===== src/rtl/share_pkg.sv =====
// Shared types and helpers for the first-order masking encoder.
package share_pkg;

  typedef enum logic [1:0] {
    UNSEEDED = 2'd0,
    WARMUP   = 2'd1,
    RUN      = 2'd2
  } state_t;

  // Widest LFSR the step helper supports; narrower states are zero-extended.
  localparam int unsigned LFSR_MAX_W = 64;

  // x^32 + x^22 + x^2 + x + 1
  localparam logic [31:0] DEFAULT_POLY = 32'h8020_0003;

  // One Galois step: shift right, fold the taps back in when a 1 falls out.
  // Upper bits beyond the real LFSR width stay zero because zeros shift in.
  function automatic logic [LFSR_MAX_W-1:0] lfsr_step(
    input logic [LFSR_MAX_W-1:0] s,
    input logic [LFSR_MAX_W-1:0] poly
  );
    logic [LFSR_MAX_W-1:0] n;
    n = s >> 1;
    if (s[0]) n = n ^ poly;
    return n;
  endfunction

endpackage


===== src/rtl/share_lfsr.sv =====
// Seedable Galois LFSR; one advance applies WIDTH steps in a single clock.
module share_lfsr
  import share_pkg::*;
#(
  parameter int unsigned       LFSR_W = 32,
  parameter int unsigned       WIDTH  = 8,
  parameter logic [LFSR_W-1:0] POLY   = LFSR_W'(DEFAULT_POLY)
) (
  input  logic              clk,
  input  logic              rst_n,
  input  logic              load,
  input  logic [LFSR_W-1:0] seed,
  input  logic              advance,
  output logic [LFSR_W-1:0] state
);

  logic [LFSR_MAX_W-1:0] wide;
  logic [LFSR_MAX_W-1:0] polyWide;
  logic [LFSR_W-1:0]     advanced;
  logic                  unusedWideHi;

  // Unrolled WIDTH-step advance of the current state.
  always_comb begin
    wide     = '0;
    polyWide = '0;
    wide[LFSR_W-1:0]     = state;
    polyWide[LFSR_W-1:0] = POLY;
    for (int unsigned i = 0; i < WIDTH; i++) begin
      wide = lfsr_step(wide, polyWide);
    end
    advanced = wide[LFSR_W-1:0];
  end

  assign unusedWideHi = ^wide;

  // State register: a seed load takes priority over an advance.
  always_ff @(posedge clk or negedge rst_n) begin
    if (!rst_n) begin
      state <= '0;
    end else if (load) begin
      state <= seed;
    end else if (advance) begin
      state <= advanced;
    end
  end

endmodule


===== src/rtl/share_encoder.sv =====
// Streaming first-order Boolean masking encoder: out_a = data ^ mask, out_b = mask.
module share_encoder #(
  parameter int unsigned       WIDTH  = 8,
  parameter int unsigned       LFSR_W = 32,
  parameter logic [LFSR_W-1:0] POLY   = LFSR_W'(share_pkg::DEFAULT_POLY),
  parameter int unsigned       WARMUP = 4
) (
  input  logic              clk,
  input  logic              rst_n,
  input  logic              seed_load,
  input  logic [LFSR_W-1:0] seed,
  output logic              seed_err,
  input  logic              in_valid,
  output logic              in_ready,
  input  logic [WIDTH-1:0]  in_data,
  output logic              out_valid,
  input  logic              out_ready,
  output logic [WIDTH-1:0]  out_a,
  output logic [WIDTH-1:0]  out_b
);

  localparam int unsigned CW = (WARMUP > 1) ? $clog2(WARMUP) : 1;

  share_pkg::state_t state, stateNext;
  logic [CW-1:0]     warmCnt, warmCntNext;
  logic [LFSR_W-1:0] lfsrState;
  logic              lfsrLoad;
  logic              lfsrAdvance;
  logic              seedNonZero;
  logic              accept;
  logic              readyInt;
  logic [WIDTH-1:0]  mask;
  logic [WIDTH-1:0]  outA, outB;
  logic              outValid;
  logic              seedErr;
  logic              unusedLfsr;

  share_lfsr #(
    .LFSR_W (LFSR_W),
    .WIDTH  (WIDTH),
    .POLY   (POLY)
  ) uLfsr (
    .clk     (clk),
    .rst_n   (rst_n),
    .load    (lfsrLoad),
    .seed    (seed),
    .advance (lfsrAdvance),
    .state   (lfsrState)
  );

  assign seedNonZero = |seed;
  assign lfsrLoad    = seed_load && seedNonZero;
  assign mask        = lfsrState[WIDTH-1:0];
  assign unusedLfsr  = ^lfsrState;

  // A seed strobe blocks acceptance in its own cycle; a held pair blocks until popped.
  assign readyInt = (state == share_pkg::RUN) && !seed_load && (!outValid || out_ready);
  assign accept   = in_valid && readyInt;

  // FSM state and warm-up counter registers.
  always_ff @(posedge clk or negedge rst_n) begin
    if (!rst_n) begin
      state   <= share_pkg::UNSEEDED;
      warmCnt <= '0;
    end else begin
      state   <= stateNext;
      warmCnt <= warmCntNext;
    end
  end

  // Next-state, warm-up counting and LFSR advance control.
  always_comb begin
    stateNext   = state;
    warmCntNext = warmCnt;
    lfsrAdvance = 1'b0;
    if (seed_load) begin
      if (seedNonZero) begin
        stateNext   = share_pkg::WARMUP;
        warmCntNext = '0;
      end else begin
        stateNext = share_pkg::UNSEEDED;
      end
    end else begin
      unique case (state)
        share_pkg::WARMUP: begin
          lfsrAdvance = 1'b1;
          warmCntNext = warmCnt + CW'(1);
          if (warmCnt == CW'(WARMUP - 1)) stateNext = share_pkg::RUN;
        end
        share_pkg::RUN:      lfsrAdvance = accept;
        share_pkg::UNSEEDED: lfsrAdvance = 1'b0;
        default:             stateNext   = share_pkg::UNSEEDED;
      endcase
    end
  end

  // Output share registers and the zero-seed error pulse.
  always_ff @(posedge clk or negedge rst_n) begin
    if (!rst_n) begin
      outA     <= '0;
      outB     <= '0;
      outValid <= 1'b0;
      seedErr  <= 1'b0;
    end else begin
      seedErr <= seed_load && !seedNonZero;
      if (accept) begin
        outA     <= in_data ^ mask;
        outB     <= mask;
        outValid <= 1'b1;
      end else if (outValid && out_ready) begin
        outValid <= 1'b0;
      end
    end
  end

  assign in_ready  = readyInt;
  assign out_valid = outValid;
  assign out_a     = outA;
  assign out_b     = outB;
  assign seed_err  = seedErr;

endmodule

===== config.mk =====
export PLATFORM = sky130hd
export DESIGN_NAME = share_encoder
export DESIGN_NICKNAME = d
export VERILOG_FILES = /design/src/rtl/share_pkg.sv /design/src/rtl/share_lfsr.sv /design/src/rtl/share_encoder.sv
export SDC_FILE = /design/constraint.sdc
export NUM_CORES = 1
export LEC_CHECK = 0
export CAP_MARGIN = 10
export CORE_MARGIN = 10
export CORE_UTILIZATION = 45
export CTS_BUF_LIST = sky130_fd_sc_hd__clkbuf_8
export DETAILED_ROUTE_END_ITERATION = 12
export PLACE_DENSITY = 0.71
export SLEW_MARGIN = 20
export SYNTH_ARGS = -nofsm -noshare
export SYNTH_HDL_FRONTEND = slang
export SYNTH_SLANG_ARGS = --single-unit
export TNS_END_PERCENT = 30

===== constraint.sdc =====
create_clock -name clk -period 4.2 [get_ports clk]
set_clock_uncertainty 0.05 [all_clocks]
set_input_delay 0.42 -clock clk [delete_from_list [all_inputs] [get_ports clk]]
set_output_delay 0.42 -clock clk [all_outputs]
set_load 0.02 [all_outputs]

# Word level (Yosys, flattened, before mapping)
# Cells that the tools add are included.
# W data, S select, Z words.
word_totals:
  register_bits: 54
  output_inout_bits: 19
classes:
  n_eq_ne: 6
  add_sub_neg: 1
  bitwise: 9
  n_reduce_logical: 18
  mux: 21
ops:
  columns: ["operator", "count"]
  rows:
  - ["$mux W32", 10]
  - ["$reduce_or A32 Y1", 1]
  - ["$not A4 Y4", 7]
  - ["$mux W2", 5]
  - ["$xor A8 B8 Y8", 1]
  - ["$logic_and A1 B1 Y1", 6]
  - ["$reduce_bool A2 Y1", 3]
  - ["$eq A2 B2 Y1 const B", 2]
  - ["$mux W1", 4]
  - ["$ne A2 B1 Y1 const B", 2]
  - ["$not A3 Y4", 1]
  - ["$pmux W2 S2", 1]
  - ["$reduce_and A2 Y1", 2]
  - ["$logic_not A1 Y1", 3]
  - ["$ne A3 B3 Y1 const B", 1]
  - ["$add A2 B1 Y2 const B", 1]
  - ["$eq A2 B1 Y1 const B", 1]
  - ["$logic_not A2 Y1", 1]
  - ["$pmux W1 S2", 1]
  - ["$reduce_or A2 Y1", 1]
  - ["$logic_or A1 B1 Y1", 1]

# Depth between registers and ports, before layout
# Gate-level depths: netlist of the first run.
depth:
  word_depth: 18
  mapped_depth: 8

# Hierarchy
# A second synthesis of the first run with hierarchy kept.
hier_totals:
  cells_unflattened: 253
  area_unflattened_um2: 2801.4
modules_own_cells:
  columns: ["mod", "instances", "cells_each", "area_per_inst_um2", "seq_area_each_um2"]
  rows:
  - ["share_lfsr", 1, 171, 1710.4, 800.8]
  - ["share_encoder", 1, 82, 1091.0, 550.5]

# Worst setup path after synthesis of the first run
# Ideal clock, no wire load.
synth_timing:
  path_kind: "reg-to-reg"
  start: "reg state[0]"
  end: "reg outB[4] (netlist: out_b[4])"
  synth_period_minus_slack_ps: 1795
  required_ps: 4025
  setup_slack_ps: 2405
  path_stages_with_launch: 7
  arrival_time_ps: 1620
  cell_sequence: "dfrtp_1 > inv_1 > ha_1 > nand2_1 > nor3b_2 > buf_2 > mux2_2"
synth_between:
  elab_chain_len: 4
synth_lines:
  columns: ["element", "line", "rtl"]
  rows:
  - ["start: declaration", "share_encoder.sv:24", "share_pkg::state_t state, stateNext;"]
  - ["start signal: assignment", "share_encoder.sv:63", "state <= share_pkg::UNSEEDED;"]
  - ["start signal: assignment", "share_encoder.sv:66", "state <= stateNext;"]
  - ["$eq A2 B2 Y1", "share_encoder.sv:57", "assign readyInt = (state == share_pkg::RUN) && !seed_load && (!outValid || out_ready);"]
  - ["$logic_and A1 B1 Y1 (2 in a row)", "share_encoder.sv:57", null]
  - ["$logic_and A1 B1 Y1", "share_encoder.sv:58", "assign accept = in_valid && readyInt;"]
  - ["end signal: assignment", "share_encoder.sv:108", "outB <= mask;"]
  - ["end: declaration", "share_encoder.sv:33", "logic [WIDTH-1:0] outA, outB;"]
# No other way between the ends.
# A chain may end at the register's enable or synchronous reset.

# Worst setup path in the final report of the first run
layout_timing:
  start: "in seed_load"
  end: "reg uLfsr.state[20]"
layout_between:
  elab_chain_len: 7
layout_lines:
  columns: ["element", "line", "rtl"]
  rows:
  - ["start: declaration", "share_encoder.sv:10", "input logic seed_load,"]
  - ["$logic_not A1 Y1", "share_encoder.sv:57", null]
  - ["$logic_and A1 B1 Y1 (2 in a row)", "share_encoder.sv:57", null]
  - ["$logic_and A1 B1 Y1", "share_encoder.sv:58", null]
  - ["$pmux W1 S2", "share_encoder.sv:84", "unique case (state)"]
  - ["$mux W1", "share_encoder.sv:76", "if (seed_load) begin"]
  - ["$reduce_bool A2 Y1 (no source line)", null, null]
  - ["end signal: assignment", "share_lfsr.sv:43", "state <= advanced;"]
  - ["end: declaration", "share_lfsr.sv:14", "output logic [LFSR_W-1:0] state"]
# Several ways; a longest one is shown, not always the timed one.

==> impl_metrics.json, run 1 <==
{
  "synth_edf_count": 0,
  "synth_area_um2": 2720,
  "final_antenna_net_count": 0,
  "pin_count": 64,
  "port-buffer-count": 63,
  "drc_errors": 0,
  "run_status": "finished clean",
  "numCtsBuffers": 5,
  "die_area_um2": 9560,
  "drt-vias-per-instance": 5.45,
  "clockRootBuffer": "clkbuf_8",
  "path_cells": "clkdlybuf4s50_1 > buf_4 > inv_1 > nand3b_1 > and3_1 > a221o_1",
  "grt_pass1_wl_mm": 11.3,
  "period_share_pct": 63.3,
  "worstSkewPairLatency_ns": 0.31,
  "hold_path.class": "in2async",
  "ys_types": 39,
  "rows": 28,
  "netlist_instances": 254,
  "yosysWarnings": 0,
  "overflow": 0,
  "slew_viol_final": 0,
  "max_stage_delay_ns": 0.76,
  "h-tree-depth": 2,
  "grt_max_degree": 55,
  "initial_core_util_pct": 46.2,
  "async_flop_share_pct": 100,
  "slew_headroom_pct": 47.4,
  "dr.pass1.iters": 4,
  "synth.avg_cell_area_um2": 10.7,
  "final_common_cell": "clkdlybuf4s50_1",
  "setup_viol": 0,
  "post-cts-setup-buffers": 0,
  "fin_crit_ns": 2.66,
  "cp.required_ns": 4.35,
  "path_clk_slew_ns": 0.09,
  "n_antenna_cell": 0,
  "core_um2": 5890,
  "vias": 2127,
  "grt_pass1_vias": 2192,
  "wl_per_cell_um": 17.7,
  "vdd_ir_drop_max_v": 0.000197,
  "die_h_um": 97.8,
  "totalWireLength_mm": 6.91,
  "arrival_ns": 2.81,
  "antenna_found_initial": 0,
  "critPathKind": "in2reg",
  "synth_ff_type": "dfrtp_1",
  "endpoint_kind": "flip-flop",
  "cts_hold_buf": 0,
  "area_delta_synth_final_pct": 28.7,
  "leakage_nw": 1.47,
  "cap_violations": 0,
  "die_w_um": 97.8,
  "ff2ff_path_depth": 7,
  "synthesis.nets": 303,
  "drive_gt1_share_pct": 10.5,
  "dp_cells": 382,
  "ys_seq_elements": 54,
  "crit_slowest_cell": "clkdlybuf4s50_1",
  "final-hold-violation-count": 0,
  "nets": 363,
  "clock_sinks": 54,
  "finalNonFillerCells": 390,
  "crit_path_start_kind": "primary input",
  "powerDensity_nw_per_um2": 456,
  "mostFrequentLayoutCells": "62 x clkdlybuf4s50_1, 54 x dfrtp_1, 25 x nand2_1",
  "setup_tns_ns": 0,
  "clock.fmax_mhz": 376,
  "fin_util_pct": 59.5,
  "grtUsageTotal_pct": 14.2,
  "gp_congestion": 0.831,
  "cts_tree": "built",
  "synth_seq_area_share_pct": 49.7,
  "place_hpwl_mm": 5.32,
  "crit_path_max_fanout": 17,
  "cts.path.max_buffers": 2,
  "rsz0062_at_grt": "false",
  "ctsResizeCount": 0,
  "drtIter0Drc": 114,
  "tightestPinTransition_ns": 0.786
}
-- synth_stat cells (2+ instances only) --
master	number	area share (%)
a221o_1	10	3.7
a31oi_1	2	0.46
nor3_1	2	0.37
a22oi_1	15	4.1
clkbuf_8	2	1.0
nand4_1	2	0.46
nand3_1	4	0.74
a21oi_1	9	1.7
ha_1	4	1.8
inv_1	6	0.83
xor2_1	9	2.9
clkbuf_1	6	0.83
buf_2	7	1.3
o211ai_1	2	0.55
o21ai_1	3	0.55
o21ai_0	18	3.3
nor4_1	8	1.8
nor2_1	22	3.0
xnor2_1	17	5.5
mux2_2	9	3.7
xnor2_4	2	2.0
dfrtp_1	54	50
nand2_1	25	3.4
-- per-stage QoR --
step	total power, mW	hold slack, ns	worst slack (ns)	instance area [µm²]
floorplan	1.11	0.0744	2.41	2720
global placement	1.29	0.432	1.32	3400
detailed placement	1.31	0.440	1.23	3410
CTS	1.61	0.198	1.56	3500
global route	1.69	0.218	1.41	3500
finish	1.60	0.180	1.54	3500
-- worst paths after layout --
kind / startpoint / endpoint / slack, ns
min in group clk: warmCnt[0] / warmCnt[0] / 0.46
max in group asynchronous: rst_n / uLfsr.state[7] / 3.48
worst min-delay path: rst_n / out_b[0] / 0.18
worst max-delay path: seed_load / uLfsr.state[20] / 1.54
worst min register to register: warmCnt[0] / warmCnt[0] / 0.46
worst max register to register: state[0] / uLfsr.state[30] / 1.90
-- critical path: cells and delay by family --
kind / cells / cell delay [ns]
AOI/OAI and AO/OA: 1 / 0.25
buffers and inverters: 3 / 1.28
and+or+nand+nor: 2 / 0.87
-- registers in the layout, indices dropped and copies added (netlist names) --
signal / count
out_valid: 1
out_a: 8
out_b: 8
state: 2
warmCnt: 2
uLfsr.state: 32
seed_err: 1
-- routing by layer --
metal  part of all wire [%]  track usage [%]  wire [µm]
met5                      0                0          0
met4                    1.6             4.03        113
met3                    6.3             4.16        432
met2                     47             22.9       3240
met1                     45             18.1       3130
-- layout make-up --
type	instances	area, µm²
fillers	506	2380
flip-flops and latches	54	1350
multi-input cells	178	1270
repair buffers	69	671
well taps	75	93.8
clock buffers	6	82.6
inverters	6	22.5
clock inverters	2	12.5
-- cells by family after synthesis --
logic type	count (synthesis)	synth area share [%]
XOR/XNOR	31	12.7
AND/OR/NAND/NOR	69	11.8
adder cells (fa/ha/maj)	4	1.84
buffers and inverters	22	4.09
AO/OA/AOI/OAI	64	15.9
multiplexers	10	4.09
flip-flops	54	49.7
-- power by group --
group / internal [mW] / switching [mW]
Clock: 0.133 / 0.168
Sequential: 0.615 / 0.0947
Combinational: 0.307 / 0.281
Total: 1.05 / 0.545
(Power assumes the default switching activity.)
==> run 2: changes to the inputs <==
Clock period 4.2 ns to 2.45 ns, I/O delays scaled along.
==> run 2 against run 1 <==
Count of clock-buffer cells in the layout stayed put. Non-clock buffer count is 5 higher. Utilization grew 1.6 points. Via count increased by 3.7%. First-iteration DRC count grew 51%. Critical endpoint is now in_ready. Highest routed layer unchanged.
==> impl_metrics.json, run 2 (synthesized netlist as in run 1, its figures left out) <==
{
  "cts.path.max_buffers": 2,
  "p_int_mw": 2.03,
  "pin_count": 64,
  "crit_path_max_fanout": 3,
  "slew_viol_final": 0,
  "dpl_cell_area_um2": 3440,
  "setup_tns_ns": 0,
  "grt_max_degree": 37,
  "final_common_cell": "clkdlybuf4s50_1",
  "stdcell_area_um2": 3600,
  "worstSkewPairLatency_ns": 0.31,
  "finalNonFillerCells": 395,
  "leakage_nw": 1.52,
  "initial_core_util_pct": 46.2,
  "fin_hold_ws_ns": 0.305,
  "mostFrequentLayoutCells": "62 x clkdlybuf4s50_1, 54 x dfrtp_1, 25 x nand2_1",
  "drt-vias-per-instance": 5.58,
  "nets": 368,
  "run_status": "finished clean",
  "tightestPinTransition_ns": 0.550,
  "final-hold-violation-count": 0,
  "wl_per_cell_um": 17.7,
  "fin_crit_ns": 2.14,
  "place_ws_ns": 0.163,
  "antenna_found_initial": 0,
  "fin_util_pct": 61.1,
  "cap_violations": 0,
  "setup_viol": 0,
  "cp.required_ns": 2.15,
  "path_cells": "inv_1 > ha_1 > nand2_1 > nor2_1 > clkdlybuf4s50_1",
  "overflow": 0,
  "largest_reg_flops": 32,
  "power_switching_mw": 0.931,
  "max_stage_delay_ns": 0.63,
  "die_h_um": 97.8,
  "hold_path.class": "in2async",
  "p_total_mw": 2.96,
  "grt_pass1_wl_mm": 11.6,
  "vdd_ir_drop_max_v": 0.000383,
  "p_clk_share_pct": 24.4,
  "gp_congestion": 0.825,
  "rows": 28,
  "slew_headroom_pct": 63.3,
  "regMostFlops": "uLfsr.state",
  "arrival_ns": 1.84,
  "dp_cells": 386,
  "h-tree-depth": 2,
  "period_share_pct": 87.2,
  "worst_slack_ns": 0.314,
  "clock.fmax_mhz": 468,
  "totalWireLength_mm": 7.00,
  "crit_slowest_cell": "clkdlybuf4s50_1",
  "clockRootBuffer": "clkbuf_8",
  "die_area_um2": 9560,
  "final_antenna_net_count": 0,
  "dr.pass1.iters": 4,
  "drtIter0Drc": 172,
  "area_delta_synth_final_pct": 32.2,
  "path_clk_slew_ns": 0.09,
  "crit_path_start_kind": "flip-flop",
  "ff2ff_path_depth": 5,
  "powerDensity_nw_per_um2": 822,
  "r2r_start": "uLfsr.state[0]",
  "die_w_um": 97.8,
  "clock_sinks": 54,
  "critPathKind": "reg2out",
  "n_antenna_cell": 0,
  "grtUsageTotal_pct": 14.7,
  "reg2reg_slack_ns": 0.43,
  "crit_start": "state[0]",
  "place_hpwl_mm": 5.41,
  "rsz0062_at_grt": "false",
  "combPwrFrac_pct": 34.4,
  "drc_errors": 0,
  "numCtsBuffers": 5,
  "sw_frac_of_total_pct": 31.5,
  "core_um2": 5890,
  "cts_tree": "built",
  "grt_pass1_vias": 2240,
  "r2r_end": "uLfsr.state[28]",
  "vias": 2206,
  "seq_power_share_pct": 41.2,
  "drive_gt1_share_pct": 11.6,
  "port-buffer-count": 63,
  "endpoint_kind": "output port"
}
## run 2: changes by cell type in the layout (fill, tap and decap cells not counted)
cell	change
dlygate4sd3_1	+1
clkinv_2	-1
nor3b_2	+1
buf_4	+3
nor3b_4	-1
bufinv_16	+2
clkinvlp_4	-1
buf_12	+1
## run 2: worst max-delay path, delay by kind of cell (launching register included)
kind / cells / cell delay [ns]
fa+ha+maj: 1 / 0.19
simple gates: 2 / 0.21
buf+inv: 2 / 0.72
flops: 1 / 0.42
## run 2: cell type report
type,count,area [µm²]
Sequential cell,54,1350
Timing Repair Buffer,74,723
Fill cell,505,2290
Tap cell,75,93.8
Inverter,6,22.5
Clock inverter,2,60.1
Clock buffer,6,82.6
Multi-Input combinational cell,178,1260
## run 2: power by group through the flow
stage          Sequential [mW]  Combinational (mW)  Clock, mW
5_1_grt                   1.24                1.11      0.774
3_5_place_dp              1.24                1.01          0
6_report                  1.22                1.02      0.721
2_1_floorplan             1.21               0.689          0
3_3_place_gp              1.23                1.01          0
4_1_cts                   1.22                1.02      0.743
## run 2: timing repair
item	in CTS	in global routing
hold buffers	1	0
buffers inserted	0	0
resized for setup	0	0
endpoints found under the hold margin	13	0
## run 2: how the worst max path moves through the flow
stage | endpoint
detailed placement | uLfsr.state[23]
global placement | uLfsr.state[0]
finish | in_ready
floorplan | out_b[4]
global route | in_ready
CTS | in_ready
## run 2: metal layers
| layer | up-vias | part of all wire, % | global-route usage [%] |
|---|---|---|---|
| li1 | 1036 | - | - |
| met1 | 1076 | 45 | 19.4 |
| met2 | 86 | 46 | 22.7 |
| met3 | 8 | 7.1 | 3.88 |
| met4 | 0 | 1.2 | 4.81 |
| met5 | - | 0 | 0 |
==> run 3: changes to the inputs <==
Settings changed: HOLD_SLACK_MARGIN set to 0.02.
==> results of run 3 <==
No change in the layout: final DEF, timing and power equal those of run 2.
